### src/rtl/mux_memtoreg.sv
// Write-back select stage: chooses ALU result or formatted load data, and
// registers the chosen value with a valid flag for the write-back pipeline.
module mux_memtoreg #(
    parameter int unsigned DATA_WIDTH = 32
) (
    input  logic                  clk,
    input  logic                  reset,
    input  logic [DATA_WIDTH-1:0] alu_result,
    input  logic [DATA_WIDTH-1:0] mem_data,
    input  logic                  MemtoReg,
    input  logic [2:0]            funct3,
    input  logic                  valid_in,
    output logic [DATA_WIDTH-1:0] saida_memoria,
    output logic [DATA_WIDTH-1:0] saida_reg,
    output logic                  valid_out,
    output logic                  misaligned
);

    localparam int unsigned EXT_B = DATA_WIDTH - 8;
    localparam int unsigned EXT_H = DATA_WIDTH - 16;

    localparam logic [2:0] F3_LB  = 3'b000;
    localparam logic [2:0] F3_LH  = 3'b001;
    localparam logic [2:0] F3_LW  = 3'b010;
    localparam logic [2:0] F3_LBU = 3'b100;
    localparam logic [2:0] F3_LHU = 3'b101;

    logic [7:0]            byte_sel;
    logic [15:0]           half_sel;
    logic [DATA_WIDTH-1:0] load_data;
    logic                  is_half;
    logic                  is_word;

    logic [DATA_WIDTH-1:0] saida_reg_d, saida_reg_q;
    logic                  valid_out_d, valid_out_q;

    // Lane selection and extension; only the selected lane reaches the result.
    always_comb begin
        byte_sel  = 8'h00;
        half_sel  = 16'h0000;
        load_data = mem_data;

        case (alu_result[1:0])
            2'd0:    byte_sel = mem_data[7:0];
            2'd1:    byte_sel = mem_data[15:8];
            2'd2:    byte_sel = mem_data[23:16];
            default: byte_sel = mem_data[31:24];
        endcase

        half_sel = alu_result[1] ? mem_data[31:16] : mem_data[15:0];

        case (funct3)
            F3_LB:   load_data = {{EXT_B{byte_sel[7]}}, byte_sel};
            F3_LBU:  load_data = {{EXT_B{1'b0}}, byte_sel};
            F3_LH:   load_data = {{EXT_H{half_sel[15]}}, half_sel};
            F3_LHU:  load_data = {{EXT_H{1'b0}}, half_sel};
            default: load_data = mem_data;
        endcase
    end

    // Forwarding result and misalignment detection.
    always_comb begin
        is_half       = (funct3 == F3_LH) || (funct3 == F3_LHU);
        is_word       = (funct3 == F3_LW);
        saida_memoria = MemtoReg ? load_data : alu_result;
        misaligned    = MemtoReg &&
                        ((is_half && alu_result[0]) ||
                         (is_word && (alu_result[1:0] != 2'b00)));
    end

    // Next state for the write-back register; data holds when no instruction retires.
    always_comb begin
        saida_reg_d = saida_reg_q;
        valid_out_d = 1'b0;
        if (valid_in) begin
            saida_reg_d = saida_memoria;
            valid_out_d = 1'b1;
        end
    end

    always_ff @(posedge clk) begin
        if (reset) begin
            saida_reg_q <= '0;
            valid_out_q <= 1'b0;
        end else begin
            saida_reg_q <= saida_reg_d;
            valid_out_q <= valid_out_d;
        end
    end

    assign saida_reg = saida_reg_q;
    assign valid_out = valid_out_q;

endmodule

### config.mk
export PLATFORM = sky130hd
export DESIGN_NAME = mux_memtoreg
export DESIGN_NICKNAME = d
export VERILOG_FILES = /design/src/rtl/mux_memtoreg.sv
export SDC_FILE = /design/constraint.sdc
export NUM_CORES = 1
export LEC_CHECK = 0
export CAP_MARGIN = 15
export CORE_UTILIZATION = 35
export DETAILED_ROUTE_END_ITERATION = 10
export PLACE_DENSITY_LB_ADDON = 0.08
export SLEW_MARGIN = 20
export SYNTH_ARGS = -nofsm -noshare
export SYNTH_HDL_FRONTEND = slang
export SYNTH_SLANG_ARGS = --single-unit
### constraint.sdc
create_clock -name clk -period 1.6 [get_ports clk]
set_input_delay 0.16 -clock clk [delete_from_list [all_inputs] [get_ports clk]]
set_output_delay 0.16 -clock clk [all_outputs]
set_load 0.05 [all_outputs]
==> summary.md <==
| Metric | Value |
|---|---|
| Most used cell along the critical path | `sky130_fd_sc_hd__buf_8` |
| Final sum of negative setup slack | `-1.94 ns` |
| DP HPWL | `between 7 and 8 mm` |
| Maximum number of pins on one net before global-route repair | `33` |
| Die Area | `7400 µm²` |
| Yosys cell types | `43` |
| Synth Instances | `338` |
| Launching element of the worst setup path | `funct3[0]` |
| # rows | `30` |
| GR Util All Layers | `between 20% and 30%` |
| Final worst path period need | `1.76 ns` |
| Biggest cell delay along the critical path | `0.54 ns` |
| Critical Path Slowest Stage Cell | `sky130_fd_sc_hd__or4b_4` |
| Top flip-flop cell by instance count after synthesis | `sky130_fd_sc_hd__dfxtp_1` |
| Post-synth top area share | `26.7%` |
| Post-route worst setup slack | `-0.159 ns` |
| Total leakage power | `2.18 nW` |
| Avg Synthesized Cell Area | `approximately 7.3 µm²` |
| Clock tree from TritonCTS | `built` |
| Kind of launch point of the worst setup path | `input pin` |
| Library cell with the largest summed area after synthesis | `sky130_fd_sc_hd__dfxtp_1` |
| Crit path max fanout | `6` |
| Count of port buffers added during placement | `136` |
| Worst setup slack for register-to-register paths | `0.76 ns` |
| Flops & latches, synth | `33` |
| Fin. Hold Viols | `0` |
| Width of the die | `86.0 µm` |
| Ranking of synthesized cells by area | `sky130_fd_sc_hd__dfxtp_1, sky130_fd_sc_hd__o32ai_1, sky130_fd_sc_hd__nand2_1` |
| Largest delay share family, worst path | `simple AND/OR/NAND/NOR gates` |
| Final Max Slew Viols | `0` |
| Filler-free cell count of the finished design | `628` |
| Critical path required time | `1.44 ns` |
| Signal arrival time at the worst endpoint | `1.60 ns` |
| Number of flip-flops in the largest register | `32` |
| I/O pin count | `between 100 and 150` |
| Number of iterations in the first detailed-routing pass | `4` |
| Mean routed wirelength per cell | `about 17 µm` |
| Worst Tran Pin Value | `0.478 ns` |
| Critical Path Sink Type | `output pin` |
| Failing checks | `negative setup slack` |
| Unrepaired setup endpoints after global routing | `yes` |
| Fraction of layout instances using a drive strength above 1 | `46.4%` |
| Core Region | `a little under 7000 µm²` |
| Fillers | `472` |
| Seq/Total Area, Yosys | `between 20% and 30%` |
| Deepest clock path buffer count | `2` |
| Capturing point of the worst reg2reg path | `saida_reg[1]` |
| Ordered list of cells on the worst path | `buf_8 > or4b_4 > o22ai_4 > buf_6 > nor2_4 > o21ai_4 > buf_8` |
| Count of antenna diodes in the layout | `0` |
| Vias in the first global route | `3339` |
| Routed wire length | `~11 mm` |
| DRC marker count from the first detailed-route iteration | `142` |
| Sequential cell area | `roughly 660 µm²` |
| Number of clock buffers inserted by TritonCTS | `5` |
| Number of placed instances with taps included | `602` |
| Minimum setup slack after placement | `-0.635 ns` |
| Ys async rst share | `0%` |
| Global placer's final weighted congestion | `0.828` |
| Antenna violations before repair | `0` |
| Area occupied by multi-input gates | `2230 µm²` |
| Post-route clock period utilization | `110%` |
| Warnings from Yosys | `0` |
| Upper clock frequency limit | `569 MHz` |
| Antenna Nets Post-Route | `0` |
| Post-synth EDFFs | `0` |
| Total number of vias | `3392` |
| Y dimension of the die | `86.0 µm` |
| Mean number of vias per cell | `5.40` |
| Global-route wire length before repair | `16.6 mm` |
| Clock transition at the register clock pins on the worst setup and hold paths after CTS | `about 0.070 ns` |
| Tightest slew margin relative to the limit | `68.1%` |
| MaxCap Viol Count | `0` |
| Worst setup path endpoint | `saida_memoria[15]` |
| Maximum level of the CTS H-tree | `2` |
| CP bufs+invs | `3` |
| Cell at the root of the clock tree | `sky130_fd_sc_hd__clkbuf_8` |
| Syn Std Cell Area | `2470 µm²` |
| Initial Utilization | `36.4%` |
| NumNets Final | `604` |
| Total number of cells along the worst setup path | `7` |
| Area added between synthesis and finish | `118%` |
| Largest clock skew in the final design | `0 ns` |
| Sum of overflow across all layers after global routing | `0` |
| Worst hold path class | `input pin to flop` |
| Worst ir drop on vdd | `0.000375 V` |
| Status | `finished, violations left` |
| Critical path class | `input pin to output pin` |
| Insertion delay to the later sink of the worst-skew pair | `~0.29 ns` |
| Number of sinks handled by clock tree synthesis | `33` |
| Residual DRC | `0` |
| Synth Net Count | `409` |
| Setup violation total in the final timing report | `25` |
| Worst reg2reg path depth | `2` |
| Power density over the cells | `659 nW/µm²` |
| Launch instance of the worst register-to-register path | `saida_reg[1]` |
-- synthesized netlist by cell type, types with 2 or more instances --
cell / number
sky130_fd_sc_hd__buf_2: 5
sky130_fd_sc_hd__a2111oi_2: 3
sky130_fd_sc_hd__nor2b_1: 4
sky130_fd_sc_hd__a311oi_1: 8
sky130_fd_sc_hd__inv_1: 6
sky130_fd_sc_hd__buf_1: 3
sky130_fd_sc_hd__clkbuf_1: 22
sky130_fd_sc_hd__o21a_1: 3
sky130_fd_sc_hd__o22a_1: 2
sky130_fd_sc_hd__nand2b_1: 25
sky130_fd_sc_hd__mux2i_1: 7
sky130_fd_sc_hd__o32a_1: 4
sky130_fd_sc_hd__mux2_2: 4
sky130_fd_sc_hd__nor3b_1: 2
sky130_fd_sc_hd__a221o_1: 4
sky130_fd_sc_hd__o211ai_1: 5
sky130_fd_sc_hd__a31oi_1: 2
sky130_fd_sc_hd__buf_6: 3
sky130_fd_sc_hd__nor2_1: 40
sky130_fd_sc_hd__dfxtp_1: 33
sky130_fd_sc_hd__o32ai_1: 24
sky130_fd_sc_hd__o21ai_0: 5
sky130_fd_sc_hd__nand2_1: 51
sky130_fd_sc_hd__o22ai_1: 7
sky130_fd_sc_hd__a21oi_1: 33
sky130_fd_sc_hd__or4_1: 2
sky130_fd_sc_hd__nor3_1: 15
-- kinds of logic after synthesis --
group                  Yosys count  synth area share (%)
and+or+nand+nor                148                  28.8
AOI/OAI and AO/OA              106                  32.4
buffers and inverters           40                  7.40
DFF                             33                  26.7
muxes                           11                  4.66
-- cells in the final DEF, fill, tap and decap left out, drive strengths merged, types with 4 or more instances in the layout --
cell type | Yosys | layout
nor2 | 40 | 40
o32ai | 25 | 25
nor3 | 16 | 16
o211ai | 5 | 5
a221o | 4 | 4
o21ai | 5 | 5
a21oi | 33 | 33
mux2i | 7 | 7
clkdlybuf4s50 | 0 | 46
nand2b | 25 | 25
nor2b | 4 | 4
a311oi | 8 | 8
dlygate4sd2 | 0 | 15
inv | 6 | 5
buf | 12 | 161
mux2 | 4 | 4
dfxtp | 33 | 33
a2111oi | 4 | 4
clkbuf | 22 | 5
o22ai | 8 | 8
o32a | 4 | 4
nand2 | 51 | 51
-- area by class of cell --
class	count	share of cell area [%]
repair buffers	222	42.2
inverters	6	0.442
flip-flops and latches	33	12.3
well taps	96	2.23
clock inverters	1	0.0930
multi-input cells	265	41.5
clock buffers	5	1.28
-- through the flow --
| stage | power [W] | cell area, µm² | hold slack, ns | util [%] |
|---|---|---|---|---|
| 3_3_place_gp | 0.00273 | 4700 | 0.474 | 69.2 |
| 6_report | 0.00355 | 5380 | 0.315 | 79.2 |
| 2_1_floorplan | 0.00195 | 2780 | 0.352 | - |
| 3_5_place_dp | 0.00274 | 4700 | 0.479 | 69.2 |
| 4_1_cts | 0.00350 | 5220 | 0.308 | 76.9 |
| 5_1_grt | 0.00369 | 5380 | 0.329 | 79.2 |
-- worst register-to-register path: stages (launching register included) --
cell	delay (ns)
sky130_fd_sc_hd__dfxtp_1	0.35
sky130_fd_sc_hd__nor2_1	0.04
sky130_fd_sc_hd__a2111oi_0	0.34
-- how the worst min path moves through the flow --
stage	startpoint	to	slack [ns]	depth (start not counted)
2_1_floorplan	alu_result[2]	saida_reg[2]	0.35	2
3_3_place_gp	saida_reg[4]	saida_reg[4]	0.47	2
3_5_place_dp	saida_reg[19]	saida_reg[19]	0.48	2
4_1_cts	alu_result[0]	saida_reg[0]	0.31	4
5_1_grt	alu_result[0]	saida_reg[0]	0.33	4
6_report	alu_result[0]	saida_reg[0]	0.31	4
-- power by group --
| part | internal, W | total, W | leakage, nW | switching [W] |
|---|---|---|---|---|
| combinational | 0.000901 | 0.00203 | 1.87 | 0.00112 |
| sequential | 0.000877 | 0.000908 | 0.272 | 0.0000310 |
| clock | 0.000287 | 0.000612 | 0.0399 | 0.000326 |
-- what timing repair did --
| item | 4_1_cts | 5_1_grt |
|---|---|---|
| setup endpoints to repair | 65 | 34 |
| gates resized for setup | 114 | 52 |
| setup buffers | 24 | 10 |
| hold buffers | 0 | 0 |
| pin swaps | 39 | 30 |
| gates cloned | 1 | 0 |
-- per-layer routing --
layer / wire length (µm) / vias to the layer above / part of all wire, % / track usage (%)
li1: - / 1641 / - / -
met2: 5290 / 150 / 49 / 49.2
met4: 225 / 0 / 2.1 / 9.55
met1: 4600 / 1586 / 42 / 36.5
met3: 758 / 15 / 7.0 / 5.39
met5: 0 / - / 0 / 0
(Power assumes the default switching activity.)
